`config.mk`:
```
export PLATFORM = sky130hd
export DESIGN_NAME = rcv_ctrl
export DESIGN_NICKNAME = d
export VERILOG_FILES = /design/src/rtl/rcv_pkg.sv /design/src/rtl/rcv_timer.sv /design/src/rtl/rcv_ctrl.sv
export SDC_FILE = /design/constraint.sdc
export NUM_CORES = 1
export LEC_CHECK = 0
export CAP_MARGIN = 10
export CORE_UTILIZATION = 58
export CTS_BUF_LIST = sky130_fd_sc_hd__clkbuf_16
export DETAILED_ROUTE_END_ITERATION = 8
export GPL_ROUTABILITY_DRIVEN = 0
export PLACE_DENSITY_LB_ADDON = 0.05
export SYNTH_ARGS = -nofsm -noshare
export SYNTH_HDL_FRONTEND = slang
export SYNTH_SLANG_ARGS = --single-unit
```
`constraint.sdc`:
```
create_clock -name clk -period 3.1 [get_ports clk]
set_clock_uncertainty 0.1 [all_clocks]
set_input_delay 0.465 -clock clk [delete_from_list [all_inputs] [get_ports clk]]
set_output_delay 0.465 -clock clk [all_outputs]
set_load 0.01 [all_outputs]
```
`src/rtl/rcv_pkg.sv`:
```
// rtl/rcv_pkg.sv - shared types and width helpers for the serial receive controller
package rcv_pkg;

   typedef enum logic [2:0] {
      IDLE  = 3'd0,
      START = 3'd1,
      DATA  = 3'd2,
      STOP  = 3'd3,
      LOAD  = 3'd4
   } rcv_state_t;

   function automatic int timer_width(input int clks_per_bit);
      return $clog2(clks_per_bit);
   endfunction

   // One extra count so bit_cnt can hold DATA_BITS itself after the last strobe.
   function automatic int bit_cnt_width(input int data_bits);
      return $clog2(data_bits + 1);
   endfunction

endpackage

```
`src/rtl/rcv_timer.sv`:
```
// rtl/rcv_timer.sv - bit-period counter with clear, enable and registered terminal-count pulse
module rcv_timer
   import rcv_pkg::*;
#(
   parameter int CLKS_PER_BIT = 10,
   localparam int TW = timer_width(CLKS_PER_BIT)
) (
   input  logic          clk,
   input  logic          rst,
   input  logic          clr,
   input  logic          en,
   output logic [TW-1:0] count,
   output logic          tc
);

   localparam logic [TW-1:0] LAST = TW'(CLKS_PER_BIT - 1);
   localparam logic [TW-1:0] PRE  = TW'(CLKS_PER_BIT - 2);

   // tc is registered from the pre-terminal value so it is high exactly while count == LAST.
   always_ff @(posedge clk or posedge rst) begin
      if (rst) begin
         count <= '0;
         tc    <= 1'b0;
      end else if (clr) begin
         count <= '0;
         tc    <= 1'b0;
      end else if (en) begin
         count <= (count == LAST) ? '0 : count + 1'b1;
         tc    <= (count == PRE);
      end else begin
         tc    <= 1'b0;
      end
   end

endmodule

```
`src/rtl/rcv_ctrl.sv`:
```
// rtl/rcv_ctrl.sv - receive control FSM: start detect, bit pacing, stop check and host flags
module rcv_ctrl
   import rcv_pkg::*;
#(
   parameter int CLKS_PER_BIT = 10,
   parameter int DATA_BITS    = 8
) (
   input  logic clk,
   input  logic rst,
   input  logic serial_in,
   input  logic data_read,
   output logic shift_enable,
   output logic load_buffer,
   output logic data_ready,
   output logic framing_error,
   output logic overrun_error,
   output logic rx_busy
);

   localparam int TW = timer_width(CLKS_PER_BIT);
   localparam int CW = bit_cnt_width(DATA_BITS);
   localparam logic [TW-1:0] HALF_M1  = TW'(CLKS_PER_BIT / 2 - 1);
   localparam logic [TW-1:0] PRE_TC   = TW'(CLKS_PER_BIT - 2);
   localparam logic [CW-1:0] LAST_BIT = CW'(DATA_BITS - 1);

   rcv_state_t    state, next_state;
   logic          prev_in;
   logic [CW-1:0] bit_cnt;
   logic [TW-1:0] timer_cnt;
   logic          timer_tc;
   logic          timer_clr;
   logic          timer_en;
   logic          start_edge;

   assign start_edge = (state == IDLE) && prev_in && !serial_in;
   assign timer_en   = (state == START) || (state == DATA) || (state == STOP);

   rcv_timer #(.CLKS_PER_BIT(CLKS_PER_BIT)) u_timer (
      .clk   (clk),
      .rst   (rst),
      .clr   (timer_clr),
      .en    (timer_en),
      .count (timer_cnt),
      .tc    (timer_tc)
   );

   always_comb begin
      next_state = state;
      timer_clr  = 1'b0;
      case (state)
         IDLE: begin
            if (start_edge) begin
               next_state = START;
               timer_clr  = 1'b1;
            end
         end
         START: begin
            if (timer_cnt == HALF_M1) begin
               timer_clr  = 1'b1;
               next_state = serial_in ? IDLE : DATA;
            end
         end
         DATA: begin
            if (timer_tc && (bit_cnt == LAST_BIT)) begin
               timer_clr  = 1'b1;
               next_state = STOP;
            end
         end
         STOP: begin
            if (timer_tc) next_state = serial_in ? LOAD : IDLE;
         end
         LOAD:    next_state = IDLE;
         default: next_state = IDLE;
      endcase
   end

   // Strobes are decoded one cycle early so the flops present them in the cycle they describe.
   always_ff @(posedge clk or posedge rst) begin
      if (rst) begin
         state         <= IDLE;
         prev_in       <= 1'b1;
         bit_cnt       <= '0;
         shift_enable  <= 1'b0;
         load_buffer   <= 1'b0;
         data_ready    <= 1'b0;
         framing_error <= 1'b0;
         overrun_error <= 1'b0;
         rx_busy       <= 1'b0;
      end else begin
         state        <= next_state;
         prev_in      <= serial_in;
         rx_busy      <= (next_state != IDLE);
         load_buffer  <= (next_state == LOAD);
         shift_enable <= (state == DATA) && (timer_cnt == PRE_TC);

         if ((state == START) && (next_state == DATA))
            bit_cnt <= '0;
         else if ((state == DATA) && timer_tc)
            bit_cnt <= bit_cnt + 1'b1;

         if (start_edge)
            framing_error <= 1'b0;
         else if ((state == STOP) && timer_tc && !serial_in)
            framing_error <= 1'b1;

         // A load beats a coincident host read; a read still cancels the overrun.
         if (state == LOAD) begin
            data_ready <= 1'b1;
            if (data_read)
               overrun_error <= 1'b0;
            else if (data_ready)
               overrun_error <= 1'b1;
         end else if (data_read) begin
            data_ready    <= 1'b0;
            overrun_error <= 1'b0;
         end
      end
   end

endmodule

```
=== After elaboration in Yosys (flattened, before gate mapping) ===
Cells that the tools add are included.

* Flip-flop bits (word level): 19
* Bits in latches: 0
* RAM bits: 0
* Bits in read-only memories: 0
* Bits of input ports: 4
* Memories: 0

* $add $sub $neg: 2
* Multiply operators: 0
* Div/mod/pow operators: 0
* Magnitude comparators: 0
* Equal/unequal tests: 10
* Shifts and indexed selects: 0
* Mux-type cells: 25
* Bitwise logic cells: 0
* Reductions and logical operators: 19

{| class="wikitable"
|+ Operator list
! operator !! number
|-
| $mux W4 || 5
|-
| $mux W3 || 5
|-
| $mux W1 || 12
|-
| $pmux W3 S4 || 1
|-
| $reduce_bool A2 Y1 || 5
|-
| $eq A3 B2 Y1 const B || 3
|-
| $add A4 B1 Y4 const B || 2
|-
| $eq A4 B3 Y1 const B || 2
|-
| $eq A4 B4 Y1 const B || 2
|-
| $logic_and A1 B1 Y1 || 8
|-
| $eq A3 B3 Y1 const B || 2
|-
| $eq A3 B1 Y1 const B || 1
|-
| $logic_not A3 Y1 || 1
|-
| $pmux W1 S3 || 1
|-
| $reduce_bool A3 Y1 || 1
|-
| $logic_or A1 B1 Y1 || 2
|-
| $mux W2 || 1
|-
| $reduce_and A2 Y1 || 1
|-
| $logic_not A1 Y1 || 1
|}

=== Depth between registers and ports, before layout ===
Gate-level depths: netlist (run 1).

* Depth in word-level cells: 8
* Mapped depth: 5
* Gate-level depth less buffers: 4

=== By module ===
Synthesis (run 1) repeated with hierarchy kept, for this count alone.

* Cells, all modules: 90
* Area, all modules: 919.6 sq um

{| class="wikitable"
|+ By module, submodules not included
! module !! instances !! cells an instance !! area an instance (sq um)
|-
| rcv_ctrl || 1 || 67 || 684.4
|-
| rcv_timer || 1 || 23 || 235.2
|}

=== Worst setup path before layout (run 1) ===
OpenSTA, ideal clock, no wires.

* Kind: flip-flop to flip-flop
* Start point: register u_timer.count[1]
* End point: register rx_busy
* Setup time: 124 ps
* Arrival: 1240 ps
* Required time: 2876 ps
* Slack: 1636 ps
* Cell stages (with the launch flop): 6
* Path buffers: 1
* Period minus slack after synthesis: 1464 ps
* Path through: dfrtp_1 > buf_6 > nor4b_4 > o32a_2 > nand3_2 > o21bai_1

* Longest elaborated chain between the ends: 4

{| class="wikitable"
|+ RTL lines
! element !! line !! text
|-
| from (decl) || rcv_timer.sv:12 || <nowiki>output logic [TW-1:0] count,</nowiki>
|-
| from (signal assigned) || rcv_timer.sv:28 || <nowiki>count <= (count == LAST) ? '0 : count + 1'b1;</nowiki>
|-
| $eq A4 B3 Y1 || rcv_ctrl.sv:58 || <nowiki>if (timer_cnt == HALF_M1) begin</nowiki>
|-
| $mux W3 || rcv_ctrl.sv:58 ||
|-
| $pmux W3 S4 || rcv_ctrl.sv:50 || <nowiki>case (state)</nowiki>
|-
| net next_state[0] || rcv_ctrl.sv:26 || <nowiki>rcv_state_t state, next_state;</nowiki>
|-
| $reduce_bool A3 Y1 || rcv_ctrl.sv:92 || <nowiki>rx_busy <= (next_state != IDLE);</nowiki>
|-
| to (signal assigned) || rcv_ctrl.sv:92 ||
|-
| to (decl) || rcv_ctrl.sv:17 || <nowiki>output logic rx_busy</nowiki>
|}

The timed path passes the listed nets, and every way through them passes these cells.
A chain may end at the register's enable or synchronous reset.

=== Final worst setup path (run 1) ===
* Start point: register data_ready
* End point: output data_ready

{| class="wikitable"
|+ RTL lines
! element !! line !! text
|-
| from (decl) || rcv_ctrl.sv:14 || <nowiki>output logic data_ready,</nowiki>
|-
| from (signal assigned) || rcv_ctrl.sv:85 || <nowiki>data_ready <= 1'b0;</nowiki>
|-
| from (signal assigned) || rcv_ctrl.sv:108 || <nowiki>data_ready <= 1'b1;</nowiki>
|-
| from (signal assigned) || rcv_ctrl.sv:114 || <nowiki>data_ready <= 1'b0;</nowiki>
|}

No word-level cell between the ends.

==> results.ini, run 1 <==
[run_status]
status = completed

[detailed_routing]
via_per_inst = 5.86
postRouteAntennaNets = 0
route.detailed.drc = 0
wire_per_inst_um = 14.5
drtPass1Iterations = 4
vias = 668
drt-initial-drc-count = 15
routed_wl_um = 1660

[cells_and_area]
drive_gt1_frac = 0.173
final_area_mm2 = 0.00113
utilization = 0.735
area_growth_pct = 16.3
nets = 104
n_antenna_cell = 0

[worst_setup_path]
ff2ff_path_depth = 4
crit_path_cell_trace = clkdlybuf4s50_1
crit_slowest_cell = clkdlybuf4s50_1
r2r-end = rx_busy
cp_max_fo = 3
cp_num_buf_inv = 1
r2r-start = u_timer.count[1]
crit_family = buffers and inverters
slowest_delay_ns = 0.54
arrival_ns = 1.16
r2r_setup_slack_ns = 1.49
crit_type = flop to output port
worst_setup_path_start_kind = flop
endpoint_kind = output port
crit_required_ns = 2.53

[min_path]
whs_path_depth = 2
min-delay-path-class = flop to flop
min_from = overrun_error
whs_endpoint = overrun_error

[timing]
setup_viol = 0
setup_ws_ns = 1.37
fmax_mhz = 579
maxSlewViolCount = 0
slew_headroom = 0.538
grt_setup_unrepaired = false
tightestPinTransition_ns = 0.692
period_needed_ns = 1.73
hold_violations = 0
period_share = 0.557
tns_ns = 0

[clock_tree]
cts_setup_buffers = 0
cts_resized = 0
cts_made_buffers = 3
clk_latency_ns = 0.25
clkSlewWorstSetupHoldPaths_ns = 0.05
cts_tree = built
htree_levels = 1
clockRootBuffer = clkbuf_16
clock_sinks = 19
cts_hold_buf = 0
cts_max_path_buffers = 2

[power]
leakage_nw = 0.518
p_per_area_mw_per_mm2 = 907
ir_drop_mv = 0.586

[floorplan]
dieHeight_um = 43.0
die_x_um = 43.0
core.rowCount = 14
dieArea_mm2 = 0.00185
ios = 10
core_mm2 = 0.00154
initial_core_util = 0.631

[synthesis]
synth_nets = 93
async_flop_share = 1.00
synth_edf_count = 0
ys_seq_area_frac = 0.490
synth-seq-cells = 19
yosysWarnings = 0
synth_flop_cell = dfrtp_1
synthesis.area_um2 = 973
ys_types = 37
syn_area_per_cell_um2 = 11.1
syn_inst = 88

[global_route]
antenna_found_initial = 0
met3_usage = 0.0383
grt_pass1_wl_um = 2710
gr-usage-met2 = 0.324
grt.overflow.total = 0
grt_usage = 0.207
busiest_layer = met2
first_global_vias = 600
grt_max_degree = 20
grtUsageMet1 = 0.265

[place]
port_buffers = 9
hpwl_um = 1170
dp_slack_ns = 1.27
place_area_mm2 = 0.00105

[job]
cap_violations = 0

[state kept, by name, summed over array words and instances, names as in the netlist]
signal	flops
data_ready	1
state	3
overrun_error	1
prev_in	1
framing_error	1
shift_enable	1
bit_cnt	4
u_timer.tc	1
load_buffer	1
u_timer.count	4
rx_busy	1
[where the power goes]
part / total, mW / switching [mW] / internal [mW] / leakage (nW)
combinational: 0.343 / 0.167 / 0.176 / 0.235
clock: 0.256 / 0.0849 / 0.171 / 0.0423
sequential: 0.428 / 0.102 / 0.326 / 0.240
[per-stage QoR]
stage / hold slack [ns] / power [mW] / cells
global placement: 0.385 / 0.760 / 110
finish: 0.401 / 1.03 / 114
floorplan: 0.315 / 0.705 / 88
global route: 0.442 / 1.09 / 114
detailed placement: 0.397 / 0.769 / 110
CTS: 0.411 / 1.04 / 114
[cell type report]
cell class	count	area, µm²
clock buffers	3	75.1
clock inverters	1	3.75
fillers	110	409
inverters	5	18.8
multi-input cells	61	448
flip-flops and latches	19	477
well taps	16	20.0
repair buffers	9	90.1
[routing by layer]
metal | part of all wire | up-vias
li1 | - | 324
met5 | 0 | -
met2 | 0.49 | 17
met3 | 0.034 | 6
met1 | 0.45 | 321
met4 | 0.019 | 0
[placed cells by master, fill, tap and decap left out, types with 2 or more instances in the layout]
cell,netlist,routed
nor2_1,13,13
clkdlybuf4s50_1,0,9
and4_1,2,2
a31oi_1,2,2
clkbuf_16,0,3
nand3_1,2,2
inv_1,5,6
nor2b_1,3,3
mux2i_1,2,2
dfrtp_1,18,18
nand2_1,4,4
nand3_2,3,3
a21oi_1,4,4
xnor2_1,4,4
[worst max-delay path by stage]
stage          cells after the start        startpoint  slack [ns]          to
2_1_floorplan                      5  u_timer.count[1]        1.64     rx_busy
4_1_cts                            1        data_ready        1.36  data_ready
3_3_place_gp                       5         serial_in        1.30     rx_busy
3_5_place_dp                       5         serial_in        1.27     rx_busy
6_report                           1        data_ready        1.37  data_ready
5_1_grt                            1        data_ready        1.33  data_ready
[cell families (layout without fill, tap and decap cells)]
kind of cell / count (synthesis) / after routing / share of synthesized area
flip-flops: 19 / 19 / 0.490
buffers and inverters: 8 / 18 / 0.0501
XOR/XNOR: 5 / 5 / 0.0450
multiplexers: 2 / 2 / 0.0206
AO/OA/AOI/OAI: 11 / 11 / 0.0823
AND/OR/NAND/NOR: 42 / 42 / 0.300
adder cells (fa/ha/maj): 1 / 1 / 0.0129
[synthesized netlist by cell type, drive strengths merged, types with 2 or more instances]
| cell | n | area share |
|---|---|---|
| inv | 5 | 0.019 |
| nor2b | 3 | 0.019 |
| and4 | 2 | 0.018 |
| dfrtp | 18 | 0.46 |
| nor2 | 14 | 0.062 |
| nand2 | 5 | 0.022 |
| buf | 3 | 0.031 |
| mux2i | 2 | 0.021 |
| nand2b | 2 | 0.021 |
| xnor2 | 4 | 0.036 |
| a31oi | 2 | 0.013 |
| a21oi | 4 | 0.021 |
| nand4 | 2 | 0.019 |
| nand3 | 5 | 0.041 |
Note: power is estimated with default switching activity, not from simulation.
==> run 2, diff against run 1 <==
--- a/config.mk
+++ b/config.mk
@@ -6,7 +6,7 @@
 export NUM_CORES = 1
 export LEC_CHECK = 0
 export CAP_MARGIN = 10
-export CORE_UTILIZATION = 58
+export CORE_UTILIZATION = 49
 export CTS_BUF_LIST = sky130_fd_sc_hd__clkbuf_16
 export DETAILED_ROUTE_END_ITERATION = 8
 export GPL_ROUTABILITY_DRIVEN = 0
==> constraint.sdc (replaced) <==
create_clock -name clk -period 1.4 [get_ports clk]
set_clock_uncertainty 0.1 [all_clocks]
set_input_delay 0.21 -clock clk [delete_from_list [all_inputs] [get_ports clk]]
set_output_delay 0.21 -clock clk [all_outputs]
set_load 0.01 [all_outputs]
==> run 2 against run 1 <==
Effect of this change:
- setup slack lost 1.4 ns
- total power grew to 2.6 times the previous value
- largest cell class unchanged
- register-to-register slack lost 1.5 ns
- non-clock buffer count grew 21
- design area grew 17%
- die area grew 17%
- via count grew 11%
- the flow now finishes with violations (negative setup slack)
- clock-buffer cell count is the same
==> results.ini, run 2 (synthesis gave the netlist of run 1 again) <==
[timing]
setup_viol = 11  ; was 0
grt_setup_unrepaired = true  ; was false
setup_ws_ns = -0.0403  ; was 1.37 ns
slew_headroom = 0.821  ; was 0.538
fmax_mhz = 694
tightestPinTransition_ns = 0.266  ; was 0.692 ns
period_share = 1.03
maxSlewViolCount = 0  ; unchanged
period_needed_ns = 1.44
hold_violations = 0  ; unchanged

[global_route]
grt_pass1_wl_um = 3420  ; was 2710 µm
first_global_vias = 735  ; was 600
antenna_found_initial = 0  ; unchanged
grt_max_degree = 12  ; was 20
grt_usage = 0.233  ; was 0.207
grt.overflow.total = 0  ; unchanged

[cells_and_area]
final_common_cell = buf_4  ; was dfrtp_1
reg.largest.list = bit_cnt: 4 flops, u_timer.count: 4 flops, state: 3 flops  ; unchanged
nets = 125  ; was 104
final_cell_mix = 21 x buf_4, 15 x dfrtp_1, 12 x nor2_1, 5 x inv_1, 5 x dlygate4sd2_1  ; was 18 x dfrtp_1, 13 x nor2_1, 9 x clkdlybuf4s50_1, 6 x inv_1
n_antenna_cell = 0  ; unchanged
drive_gt1_frac = 0.395  ; was 0.173
area_growth_pct = 36.2  ; was 16.3%
multi_input_area_um2 = 472  ; was 448 µm²
fillers = 134  ; was 110
regArea_um2 = 480  ; was 477 µm²

[floorplan]
initial_core_util = 0.540  ; was 0.631
core.rowCount = 15  ; was 14
dieArea_mm2 = 0.00217  ; was 0.00185 mm²
ios = 10  ; unchanged
dieHeight_um = 46.6  ; was 43.0 µm
die_x_um = 46.6  ; was 43.0 µm
core_mm2 = 0.00180  ; was 0.00154 mm²

[worst_setup_path]
r2r-end = u_timer.count[1]  ; was rx_busy
endpoint_kind = flop  ; was output port
r2r-start = state[1]  ; was u_timer.count[1]
crit_type = flop to flop  ; was flop to output port
cp_max_fo = 5  ; was 3
r2r_setup_slack_ns = -0.04  ; was 1.49 ns
ff2ff_path_depth = 6  ; was 4
worst_setup_path_start_kind = flop  ; unchanged
crit_required_ns = 1.44  ; was 2.53 ns
arrival_ns = 1.48  ; was 1.16 ns

[detailed_routing]
wire_per_inst_um = 14.2  ; was 14.5 µm
drtPass1Iterations = 4  ; unchanged
drt-initial-drc-count = 7  ; was 15
via_per_inst = 5.16  ; was 5.86
postRouteAntennaNets = 0  ; unchanged
vias = 743  ; was 668
route.detailed.drc = 0  ; unchanged
routed_wl_um = 2050  ; was 1660 µm

[clock_tree]
cts_hold_buf = 0  ; unchanged
cts_max_path_buffers = 2  ; unchanged
clkSlewWorstSetupHoldPaths_ns = 0.05  ; about the same
htree_levels = 1  ; unchanged
clockRootBuffer = clkbuf_16  ; unchanged
cts_tree = built  ; unchanged
clk_latency_ns = 0.25  ; about the same
clock_sinks = 19  ; unchanged
cts_made_buffers = 3  ; unchanged

[place]
hpwl_um = 1450  ; was 1170 µm
dp_slack_ns = -0.0913  ; was 1.27 ns
port_buffers = 9  ; unchanged

[min_path]
min-delay-path-class = primary input to async pin  ; was flop to flop

[job]
cap_violations = 0  ; unchanged

[power]
power_mw = 2.68  ; was 1.03 mW
ir_drop_mv = 1.50  ; was 0.586 mV
intPower_mw = 1.76  ; was 672 µW
clock_power_share = 0.215  ; was 0.249
p_sw_frac = 0.345  ; about the same
p_per_area_mw_per_mm2 = 2020  ; was 907 mW/mm²
power_switching_uw = 925  ; was 355 µW
leakage_nw = 0.651  ; was 0.518 nW
pwr-share-seq = 0.337  ; was 0.417
comb_power_share = 0.448  ; was 0.334

[run_status]
status = finished, violations left  ; was completed
failed_checks = negative setup slack

[run 2: cell count changes in the layout (fill, tap and decap cells not counted), sizes merged]
cell           before  now
dlygate4sd2         0    5
inv                 6    5
dlymetal6s2s        0    1
clkdlybuf4s50       9    3
clkinv              0    1
buf                 0   21
[run 2: worst max path at each step]
stage          startpoint               end  slack [ns]
2_1_floorplan    state[2]        u_timer.tc      -0.004
3_3_place_gp     state[2]        bit_cnt[3]       -0.07
3_5_place_dp     state[2]          state[1]       -0.09
4_1_cts          state[1]          state[1]       -0.03
5_1_grt          state[1]          state[1]       -0.09
6_report         state[1]  u_timer.count[1]       -0.04
[run 2: worst max-delay path, stage by stage (launching register included)]
cell and delay (ns):
dfrtp_2 0.44, buf_4 0.15, o21ba_4 0.20, nand2_4 0.06
buf_4 0.10, mux2i_1 0.19, nor2_1 0.07
[run 2: routing by layer]
metal  track usage  vias to the layer above  part of all wire
li1              -                      365                 -
met1         0.294                      363              0.46
met2         0.389                       10              0.51
met3        0.0392                        5             0.017
met4        0.0941                        0             0.014
met5             0                        -                 0
[run 2: layout make-up]
class	instances	share of cell area
clock buffers	3	0.0566
multi-input cells	61	0.356
repair buffers	30	0.184
inverters	5	0.0142
well taps	25	0.0236
clock inverters	1	0.00377
flip-flops and latches	19	0.362
[run 2: timing repair]
action	4_1_cts	5_1_grt
setup endpoints to repair	16	12
pin swaps	8	4
gates resized for setup	13	2
hold endpoints to repair	0	0
buffers inserted	2	0
[run 2: metrics by stage]
step	hold WS [ns]	std cells	utilization	TNS (ns)	area (µm²)
finish	0.0773	144	0.736	-0.186	1330
CTS	0.0885	144	0.732	-0.131	1320
detailed placement	0.353	138	0.670	-0.846	1210
floorplan	0.0604	88	-	-0.00440	973
global placement	0.344	138	0.670	-0.718	1210
global route	0.114	144	0.736	-0.748	1330
[run 2: power groups by stage]
stage                     registers [mW]  clock network, mW  logic (mW)
after detailed placement           0.897                  0        1.09
after global routing               0.919              0.615        1.33
after floorplan                    0.867                  0       0.694
after CTS                          0.898              0.586        1.18
final                              0.904              0.577        1.20
after global placement             0.885                  0        1.07
==> run 3, diff against run 2 <==
--- a/config.mk
+++ b/config.mk
@@ -7,7 +7,7 @@
 export LEC_CHECK = 0
 export CAP_MARGIN = 10
 export CORE_UTILIZATION = 49
-export CTS_BUF_LIST = sky130_fd_sc_hd__clkbuf_16
+export CTS_CLUSTER_SIZE = 28
 export DETAILED_ROUTE_END_ITERATION = 8
 export GPL_ROUTABILITY_DRIVEN = 0
 export PLACE_DENSITY_LB_ADDON = 0.05
==> run 3 against run 2 <==
Effect of this change:
- the flow still finishes with violations (negative setup slack)
- combinational power about the same
- utilization decreased by 2.8 points
- design area is 3.9% lower
- critical endpoint is now state[1]
==> results.ini, run 3 (synthesis gave the netlist of run 1 again) <==
[floorplan]
die_x_um = 46.6  ; unchanged
core_mm2 = 0.00180  ; unchanged
dieHeight_um = 46.6  ; unchanged
dieArea_mm2 = 0.00217  ; unchanged
core.rowCount = 15  ; unchanged
initial_core_util = 0.540  ; unchanged
ios = 10  ; unchanged

[timing]
setup_viol = 11  ; unchanged
period_share = 1.04  ; was 1.03
period_needed_ns = 1.46  ; was 1.44 ns
whs_ns = 0.0201  ; was 0.0773 ns
setup_ws_ns = -0.0594  ; was -0.0403 ns
maxSlewViolCount = 0  ; unchanged
grt_setup_unrepaired = true  ; unchanged
slew_headroom = 0.824  ; was 0.821
fmax_mhz = 685  ; was 694 MHz
hold_violations = 0  ; unchanged
tightestPinTransition_ns = 0.262  ; was 0.266 ns

[worst_setup_path]
cp_num_buf_inv = 0  ; was 2
r2r_setup_slack_ns = -0.06  ; was -0.04 ns
crit_type = flop to flop  ; unchanged
startpoint = state[2]  ; was state[1]
worst_setup_path_start_kind = flop  ; unchanged
r2r-start = state[2]  ; was state[1]
r2r-end = state[1]  ; was u_timer.count[1]
arrival_ns = 1.59  ; was 1.48 ns
cp.depth = 4  ; was 6
crit_path_cell_trace = or3b_4 -> nand2b_4 -> nor2_4 -> or2_1  ; was buf_4 -> o21ba_4 -> nand2_4 -> buf_4 -> mux2i_1 -> nor2_1
crit_family = simple AND/OR/NAND/NOR gates  ; was flip-flops
crit_required_ns = 1.53  ; was 1.44 ns
slowest_delay_ns = 0.48  ; was 0.44 ns
crit_end = state[1]  ; was u_timer.count[1]
ff2ff_path_depth = 4  ; was 6
crit_slowest_cell = dfrtp_2  ; unchanged
cp_max_fo = 7  ; was 5
endpoint_kind = flop  ; unchanged

[detailed_routing]
route.detailed.drc = 0  ; unchanged
postRouteAntennaNets = 0  ; unchanged
via_per_inst = 5.23  ; was 5.16
wire_per_inst_um = 13.7  ; was 14.2 µm
routed_wl_um = 1990  ; was 2050 µm
drtPass1Iterations = 4  ; unchanged
vias = 759  ; was 743
drt-initial-drc-count = 13  ; was 7

[clock_tree]
clock_sinks = 19  ; unchanged
clkSlewWorstSetupHoldPaths_ns = 0.11  ; was 0.05 ns
cts_tree = built  ; unchanged
cts_max_path_buffers = 2  ; unchanged
clockRootBuffer = clkbuf_4  ; was clkbuf_16
cts_made_buffers = 3  ; unchanged
clk_latency_ns = 0.29  ; was 0.25 ns
htree_levels = 1  ; unchanged

[place]
port_buffers = 9  ; unchanged
dpl.cell_count = 138  ; unchanged
hpwl_um = 1450  ; unchanged

[cells_and_area]
final_common_cell = buf_4  ; unchanged
nets = 126  ; was 125
n_antenna_cell = 0  ; unchanged
layout.cells.non_filler = 145  ; was 144
area_growth_pct = 31.0  ; was 36.2%
drive_gt1_frac = 0.400  ; was 0.395
reg.largest.list = bit_cnt: 4 flops, u_timer.count: 4 flops, state: 3 flops  ; unchanged
final_cell_mix = 22 x buf_4, 15 x dfrtp_1, 11 x nor2_1, 6 x dlygate4sd2_1, 5 x inv_1  ; was 21 x buf_4, 15 x dfrtp_1, 12 x nor2_1, 5 x inv_1, 5 x dlygate4sd2_1

[power]
leakage_nw = 0.627  ; was 0.651 nW
ir_drop_mv = 1.42  ; was 1.50 mV
p_per_area_mw_per_mm2 = 1860  ; was 2020 mW/mm²

[run_status]
status = finished, violations left  ; unchanged
failed_checks = negative setup slack  ; unchanged

[global_route]
grt_pass1_wl_um = 3370  ; was 3420 µm
grt.overflow.total = 0  ; unchanged
grt_max_degree = 12  ; unchanged
antenna_found_initial = 0  ; unchanged
first_global_vias = 734  ; was 735
grt_usage = 0.220  ; was 0.233

[min_path]
min-delay-path-class = primary input to async pin  ; unchanged

[job]
cap_violations = 0  ; unchanged

run 3: layer usage:
layer,vias to the layer above,track usage,routed length [µm]
li1,368,-,-
met1,367,0.287,918
met2,18,0.392,981
met3,6,0.0235,62
met4,0,0.0353,23
met5,-,0,0
run 3: area by class of cell:
cell class              count  area, µm²
fillers                   143        527
flip-flops and latches     19        480
multi-input cells          61        469
repair buffers             31        248
well taps                  25       31.3
clock buffers               3       22.5
inverters                   5       18.8
clock inverters             1       5.00
run 3: stage by stage:
step | setup TNS (ns) | utilization | total power [mW] | area, µm² | setup slack (ns)
after floorplan | -0.00440 | - | 1.56 | 973 | -0.00416
after global placement | -0.718 | 0.670 | 1.95 | 1210 | -0.0739
after detailed placement | -0.846 | 0.670 | 1.99 | 1210 | -0.0913
after CTS | -0.404 | 0.708 | 2.37 | 1270 | -0.0784
after global routing | -0.948 | 0.708 | 2.56 | 1270 | -0.119
final | -0.397 | 0.708 | 2.37 | 1270 | -0.0594
run 3: worst min path at each step:
stage | slack (ns) | to | cells past startpoint | startpoint
floorplan | 0.06 | bit_cnt[0] | 1 | rst
global placement | 0.34 | data_ready | 2 | rst
detailed placement | 0.35 | data_ready | 2 | rst
CTS | 0.03 | data_ready | 2 | rst
global route | 0.04 | data_ready | 2 | rst
finish | 0.02 | data_ready | 2 | rst
run 3: where the power goes:
group | switching, mW | total (mW) | internal [mW]
registers | 0.165 | 0.889 | 0.724
clock network | 0.168 | 0.274 | 0.106
logic | 0.553 | 1.21 | 0.658
total | 0.886 | 2.37 | 1.49
run 3: timing repair:
item                       in CTS  in global routing
pin swaps                      10                  3
setup endpoints to repair      17                 11
buffers inserted                3                  0
gates resized for setup        15                  0
hold buffers                    0                  0
